--- config.mk ---
export PLATFORM = sky130hd
export DESIGN_NAME = alu_seq
export DESIGN_NICKNAME = d
export VERILOG_FILES = /design/src/rtl/alu_seq.sv
export SDC_FILE = /design/constraint.sdc
export NUM_CORES = 1
export LEC_CHECK = 0
export BUFFER_PORTS_ARGS = -buffer_cell sky130_fd_sc_hd__buf_2
export CORE_MARGIN = 1.5
export CORE_UTILIZATION = 58
export CTS_CLUSTER_DIAMETER = 60
export DETAILED_ROUTE_END_ITERATION = 7
export PLACE_DENSITY = 0.77
export SLEW_MARGIN = 20
export SYNTH_ARGS = -nofsm -noshare
export SYNTH_HDL_FRONTEND = slang
export SYNTH_SLANG_ARGS = --single-unit
--- constraint.sdc ---
create_clock -name clk -period 4.25 [get_ports clk]
set_input_delay 0.85 -clock clk [delete_from_list [all_inputs] [get_ports clk]]
set_output_delay 0.85 -clock clk [all_outputs]
set_load 0.01 [all_outputs]
--- src/rtl/alu_seq.sv ---
// Registered N-bit ALU with start/done handshake: single-cycle logic/arith/shift ops
// plus an N-cycle radix-2 shift-add multiply, with registered NZCV flags.
module alu_seq #(
  parameter int N  = 8,
  parameter int SW = $clog2(N)
) (
  input  logic         clk,
  input  logic         rst_n,
  input  logic         start,
  input  logic [N-1:0] A,
  input  logic [N-1:0] B,
  input  logic [2:0]   ALU_Sel,
  output logic [N-1:0] ALU_Result,
  output logic [3:0]   ALU_Flags,
  output logic         busy,
  output logic         done
);

  // Handshake: start is taken on any rising edge with busy=0 (including the done
  // cycle); start while busy=1 is dropped. done is a one-cycle pulse per request.

  localparam logic [2:0] OP_ADD = 3'b000;
  localparam logic [2:0] OP_SUB = 3'b001;
  localparam logic [2:0] OP_AND = 3'b010;
  localparam logic [2:0] OP_OR  = 3'b011;
  localparam logic [2:0] OP_XOR = 3'b100;
  localparam logic [2:0] OP_SHL = 3'b101;
  localparam logic [2:0] OP_SHR = 3'b110;
  localparam logic [2:0] OP_MUL = 3'b111;

  typedef enum logic {S_IDLE, S_MUL_RUN} state_t;

  state_t         r_state;
  logic [SW-1:0]  r_cnt;
  logic [2*N-1:0] r_acc;
  logic [2*N-1:0] r_mcand;
  logic [N-1:0]   r_mplier;
  logic [N-1:0]   r_result;
  logic [3:0]     r_flags;
  logic           r_busy;
  logic           r_done;

  logic [SW-1:0]  w_shamt;
  logic [N:0]     w_add;
  logic [N:0]     w_sub;
  logic [N:0]     w_shl;
  logic [N:0]     w_shr;
  logic [N-1:0]   w_res;
  logic           w_c;
  logic           w_v;
  logic [2*N-1:0] w_acc_next;
  logic           w_mul_hi;

  always_comb begin
    w_shamt = B[SW-1:0];
    w_add   = {1'b0, A} + {1'b0, B};
    w_sub   = {1'b0, A} + {1'b0, ~B} + (N+1)'(1);
    // The extra bit catches the last bit shifted out; it is 0 for a zero amount.
    w_shl   = {1'b0, A} << w_shamt;
    w_shr   = {A, 1'b0} >> w_shamt;
    w_res   = '0;
    w_c     = 1'b0;
    w_v     = 1'b0;
    case (ALU_Sel)
      OP_ADD: begin
        w_res = w_add[N-1:0];
        w_c   = w_add[N];
        w_v   = (A[N-1] == B[N-1]) && (w_res[N-1] != A[N-1]);
      end
      OP_SUB: begin
        w_res = w_sub[N-1:0];
        w_c   = w_sub[N];
        w_v   = (A[N-1] != B[N-1]) && (w_res[N-1] != A[N-1]);
      end
      OP_AND: w_res = A & B;
      OP_OR:  w_res = A | B;
      OP_XOR: w_res = A ^ B;
      OP_SHL: begin
        w_res = w_shl[N-1:0];
        w_c   = w_shl[N];
      end
      OP_SHR: begin
        w_res = w_shr[N:1];
        w_c   = w_shr[0];
      end
      default: w_res = '0;
    endcase
    w_acc_next = r_acc + (r_mplier[0] ? r_mcand : '0);
    w_mul_hi   = |w_acc_next[2*N-1:N];
  end

  always_ff @(posedge clk or negedge rst_n) begin
    if (!rst_n) begin
      r_state  <= S_IDLE;
      r_cnt    <= '0;
      r_acc    <= '0;
      r_mcand  <= '0;
      r_mplier <= '0;
      r_result <= '0;
      r_flags  <= '0;
      r_busy   <= 1'b0;
      r_done   <= 1'b0;
    end else begin
      r_done <= 1'b0;
      case (r_state)
        S_IDLE: begin
          if (start) begin
            if (ALU_Sel == OP_MUL) begin
              r_state  <= S_MUL_RUN;
              r_busy   <= 1'b1;
              r_cnt    <= '0;
              r_acc    <= '0;
              r_mcand  <= {{N{1'b0}}, A};
              r_mplier <= B;
            end else begin
              r_result <= w_res;
              r_flags  <= {w_res[N-1], (w_res == '0), w_c, w_v};
              r_done   <= 1'b1;
            end
          end
        end
        S_MUL_RUN: begin
          r_acc    <= w_acc_next;
          r_mcand  <= r_mcand << 1;
          r_mplier <= r_mplier >> 1;
          if (r_cnt == SW'(N-1)) begin
            r_state  <= S_IDLE;
            r_busy   <= 1'b0;
            r_done   <= 1'b1;
            r_cnt    <= '0;
            r_result <= w_acc_next[N-1:0];
            r_flags  <= {w_acc_next[N-1], (w_acc_next[N-1:0] == '0), w_mul_hi, 1'b0};
          end else begin
            r_cnt <= r_cnt + SW'(1);
          end
        end
        default: r_state <= S_IDLE;
      endcase
    end
  end

  assign ALU_Result = r_result;
  assign ALU_Flags  = r_flags;
  assign busy       = r_busy;
  assign done       = r_done;

endmodule
### Word-level counts from Yosys, hierarchy flattened

Index checks and enable logic that the tools add are counted.

* register bits after elaboration: 58
* bits of input ports: 22
* output and inout port bits: 14
* logic and storage cells: 83

* add/sub/neg operators: 5
* equal/unequal tests: 16
* shifts and indexed selects: 2
* muxes and demuxes: 37
* bitwise gates (word level): 5
* reduce and logical (&&, ||, !) cells: 9

Operators with widths (count)
* $mux 16: 5
* $pmux 16 s2: 2
* $pmux 8 s7: 1
* $mux 8: 5
* $pmux 8 s2: 2
* $add 8x8->9: 2
* $add 16x16->16: 1
* $logic_not 8->1: 2
* $eq 3x3->1 const B: 5
* $mux 4: 3
* $add 9x1->9 const B: 1
* $mux 1: 9
* $mux 3: 3
* $shl 8x3->9: 1
* $shr 9x3->9: 1
* $and 8x8->8: 1
* $not 8->8: 1
* $or 8x8->8: 1
* $pmux 1 s2: 4
* $pmux 4 s2: 1
* $reduce_or 8->1: 1
* $xor 8x8->8: 1
* $eq 3x2->1 const B: 2
* $ne 2x2->1 const B: 3
* 12 further kinds: 16

### Depth between registers and ports, before layout

* depth in word-level cells: 9
* depth in mapped cells: 11
* gate-level depth less buffers: 10

### Worst setup path before layout

No wires, ideal clock.

* path kind: input port to flip-flop
* from: in B[2]
* to: reg r_flags[2], in the netlist ALU_Flags[2]
* library setup time: 0.092 ns
* data arrival time: 2.746 ns
* required time: 4.158 ns
* path slack: 1.412 ns
* cell stages on the path: 11
* path buffers: 2
* cell sequence: buf_2 -> inv_1 -> ha_1 -> clkbuf_1 -> nor3_1 -> nor3_1 -> o311a_1 -> o21ai_0 -> xor2_1 -> o211ai_1 -> o31ai_2

* word-level cells in the longest chain between the ends: 8
* elaborated cells on any way between the ends: 14
* those cells by class: add/sub (3); shift (2); mux (4); bitwise (4); reduce/logical (1)

RTL lines
* from (decl): line 11 `input logic [N-1:0] B,`
* $not 8->8: line 57 `w_sub = {1'b0, A} + {1'b0, ~B} + (N+1)'(1);`
* $add 8x8->9: line 57
* $add 9x1->9: line 57
* $pmux 8 s7 (*): line 64 `case (ALU_Sel)`
* $logic_not 8->1 (*): line 117 `r_flags <= {w_res[N-1], (w_res == '0), w_c, w_v};`
* $mux 4 (*): line 108 `if (ALU_Sel == OP_MUL) begin`
* $mux 4 (*): line 107 `if (start) begin`
* $pmux 4 s2 (*): line 105 `case (r_state)`
* to (signal assigned): line 117
* to (signal assigned): line 132 `r_flags <= {w_acc_next[N-1], (w_acc_next[N-1:0] == '0), w_mul_hi, 1'b0};`
* to (decl): line 39 `logic [3:0] r_flags;`

Every way passes the cells marked *; elsewhere a longest branch is shown, timed or not. The select of a mux whose other input is x is not followed.
A chain may end at the register's enable or synchronous reset.

### Worst setup path after layout

* from: reg r_mplier[0]
* to: reg r_flags[1], in the netlist ALU_Flags[1]

* word-level cells in the longest chain between the ends: 5

RTL lines
* from (decl): line 37 `logic [N-1:0] r_mplier;`
* from (signal assigned): line 125 `r_mplier <= r_mplier >> 1;`
* $mux 16: line 88 `w_acc_next = r_acc + (r_mplier[0] ? r_mcand : '0);`
* $add 16x16->16: line 88
* $reduce_or 8->1: line 89 `w_mul_hi = |w_acc_next[2*N-1:N];`
* $mux 4: line 126 `if (r_cnt == SW'(N-1)) begin`
* $pmux 4 s2: line 105

No other way between the ends. The select of a mux whose other input is x is not followed.

==> impl_metrics.yaml <==
logic_synthesis:
  yosysSeqAreaShare_pct: 27.9
  yosys_warnings: 0
  synthAdderAreaFrac_pct: 11.5
  ys.flop_type: "dfrtp_1"
  synth_top_family_by_area: "compound AO/OA/AOI/OAI gates"
  synth_edf_count: 0
  synth_area_mm2: 0.00511
  synth_xor_area_share_pct: 3.26
  synth-simple-area-share_pct: 21.0
  avgSynthCellArea_um2: 8.14
  synthMuxAreaShare_pct: 5.80
  synthDistinctLibCells: 73
  synthCells: 628
  async_reset_ff_share_pct: 100
  synth_compound_gate_area_share_pct: 24.7
  synth_nets: 695
  ys_ff_latch: 57
timing:
  rsz0062_at_grt: "false"
  finalHoldViolCount: 0
  finalClockSkew_ns: 0.0117
  maxClockFrequency_mhz: 323
  layout_setup_ws_ns: 1.15
  final.min_clock_period_ns: 3.10
  drv_slew: 0
  setup-violations-final: 0
  slew_headroom_pct: 50.7
  setup_tns_ns: 0
  whs_ns: 0.479
  tightest_slew_ns: 0.738
  period_share_pct: 72.9
outcome:
  status: "completed"
detailed_routing:
  ant_nets: 0
  wl_um: 14400
  drc: 0
  dr.pass1.iters: 5
  routed_via_density: 6.38
  vias: 4814
  drt_iter0_drc: 398
  wl_per_cell_um: 19.2
final_layout:
  fin_area_mm2: 0.00549
  stdcell_count: 754
  fin_nets: 708
  fill_cells: 760
  diodes: 0
  final_layout_size_suffix_gt1_share_pct: 11.3
  multi_input_area_mm2: 0.00338
  ff_latch_area_mm2: 0.00143
  area_growth_pct: 7.42
worst_setup_path:
  cp.arrival_ns: 3.31
  required_ns: 4.46
  worstPathMaxFanout: 17
  reg2reg_depth: 10
  startpoint_type: "register"
  end_kind: "register"
  path_class: "register to register"
  ff2ff_setup_slack_ns: 1.15
clocking:
  cts_resized: 0
  postCtsHoldBufs: 0
  cts-buffers-inserted: 9
  clk_latency_ns: 0.34
  cts_sinks: 57
  htree_num_levels: 3
  clockBufferDepth: 2
  clockRootBuffer: "clkbuf_8"
  clkTransAtPathRegs_ns: 0.07
  cts_tree: "yes"
  cts_setup_buffers: 0
placement:
  pre_cts_ws_ns: 0.877
  port_buffers: 35
  dpl-instance-area_mm2: 0.00529
  place_inst: 738
  dp_hpwl_um: 10700
  gp_congestion: 0.996
global_route:
  met3_usage_pct: 5.92
  grtUsageMet1_pct: 46.7
  grt-ovfl-total: 0
  grt_busiest_layer: "met1"
  grt_max_degree: 51
  antenna_found_initial: 0
  grt_pass1_vias: 4456
  grt_pass1_wl_um: 23300
  gr-usage-all-layers_pct: 31.0
  met2_usage_pct: 45.6
pwr:
  pwr-share-clk_pct: 20.5
  cellPowerDensity_mw_per_mm2: 459
  p_sw_share_pct: 42.7
  pwr-share-seq_pct: 37.1
  ir_drop_mv: 0.350
  p_sw_w: 0.00107
  p_leak_nw: 2.52
  share_comb_of_total_power_pct: 42.4
  p_int_w: 0.00144
floorplanning:
  initial_core_util_pct: 59.2
  dieArea_mm2: 0.00938
  fp.dieW_um: 96.9
  num_rows: 34
  core_area_mm2: 0.00864
  boundaryPins: 36
  die_h_um: 96.9
worst_hold_path:
  hold_depth: 1
  hp-class: "register to register"
run:
  maxCapViolations: 0
final timing paths:
check / start / endpoint
setup reg to reg: r_mplier[0] / ALU_Flags[1]
setup / recovery: r_mplier[0] / ALU_Flags[1]
hold / removal: ALU_Result[5] / ALU_Result[5]
max in group asynchronous: rst_n / r_acc[1]
hold reg to reg: ALU_Result[5] / ALU_Result[5]
min in group asynchronous: rst_n / ALU_Result[4]
cell families after synthesis:
kind of cell               Yosys count
xor gates and xnor gates            19
AOI/OAI and AO/OA                  193
and+or+nand+nor                    223
buffers and inverters               72
DFF                                 57
muxes                               19
adders and majority gates           45
through the flow:
| step | utilization (%) | total power (W) |
|---|---|---|
| after floorplan | - | 0.00167 |
| after global placement | 61.3 | 0.00195 |
| after detailed placement | 61.3 | 0.00199 |
| after CTS | 63.5 | 0.00251 |
| after global routing | 63.6 | 0.00271 |
| final | 63.6 | 0.00252 |
cells in the mapped netlist (10+ instances only):
master	instances	area share, %
nor2_1	43	3.2
nand2_1	81	6.0
clkbuf_1	23	1.7
a21oi_1	44	4.3
a211oi_1	11	1.6
nand3_1	19	1.9
xnor2_1	10	1.7
and2_1	16	2.0
o21ai_0	58	5.7
o211ai_1	11	1.6
nor3_1	16	1.6
dfrtp_1	57	28
buf_2	12	1.2
ha_1	42	10
inv_1	30	2.2
per-layer routing:
| layer | vias to the layer above | wire length [um] |
|---|---|---|
| met5 | - | 0 |
| met4 | 0 | 282 |
| met3 | 28 | 1240 |
| met2 | 231 | 6310 |
| met1 | 2248 | 6610 |
| li1 | 2307 | - |
power by group through the flow:
stage,logic [W],clock network (W),registers (W)
floorplan,0.000802,0,0.000872
global placement,0.00102,0,0.000931
detailed placement,0.00105,0,0.000941
CTS,0.00105,0.000525,0.000931
global route,0.00120,0.000543,0.000966
finish,0.00107,0.000516,0.000933
registers in the layout, indices dropped and copies added (netlist names):
register	count
r_mplier	8
r_mcand	16
done	1
r_cnt	3
ALU_Flags	3
r_acc	16
busy	1
ALU_Result	8
r_state	1
layout make-up:
| class | instances | area share, % |
|---|---|---|
| multi-input combinational | 499 | 61.6 |
| clock buffer | 11 | 2.58 |
| timing repair buffer | 42 | 4.19 |
| inverter | 32 | 2.19 |
| tap | 108 | 2.46 |
| clock inverter | 5 | 1.00 |
| sequential | 57 | 26.0 |
critical path: stages (launching register included):
cell and delay [ns]:
dfrtp_1 0.54, and2_1 0.25, ha_1 0.21, fa_1 0.42
a211oi_1 0.32, o21ai_0 0.23, a31o_2 0.31, xnor2_1 0.25
o211ai_1 0.14, nor3_1 0.19, a21oi_1 0.10
cells in the final DEF, fill, tap and decap left out, types with 4 or more instances in the layout:
master	n
inv_1	30
nand4_1	6
buf_4	8
buf_2	34
o211ai_1	11
nand2_1	81
nor2b_1	9
a21oi_1	44
and3_1	7
or3_1	5
a21o_1	7
nor3_1	16
a22oi_1	6
dfrtp_1	56
nor2_1	43
mux4_1	4
nand3_1	19
ha_1	42
o21ai_0	58
and2_1	16
a32oi_1	4
a211oi_1	11
clkbuf_8	10
xnor2_1	10
a221oi_1	5
nand2b_1	5
xor2_1	9
mux2i_1	9
(Power assumes the default switching activity.)
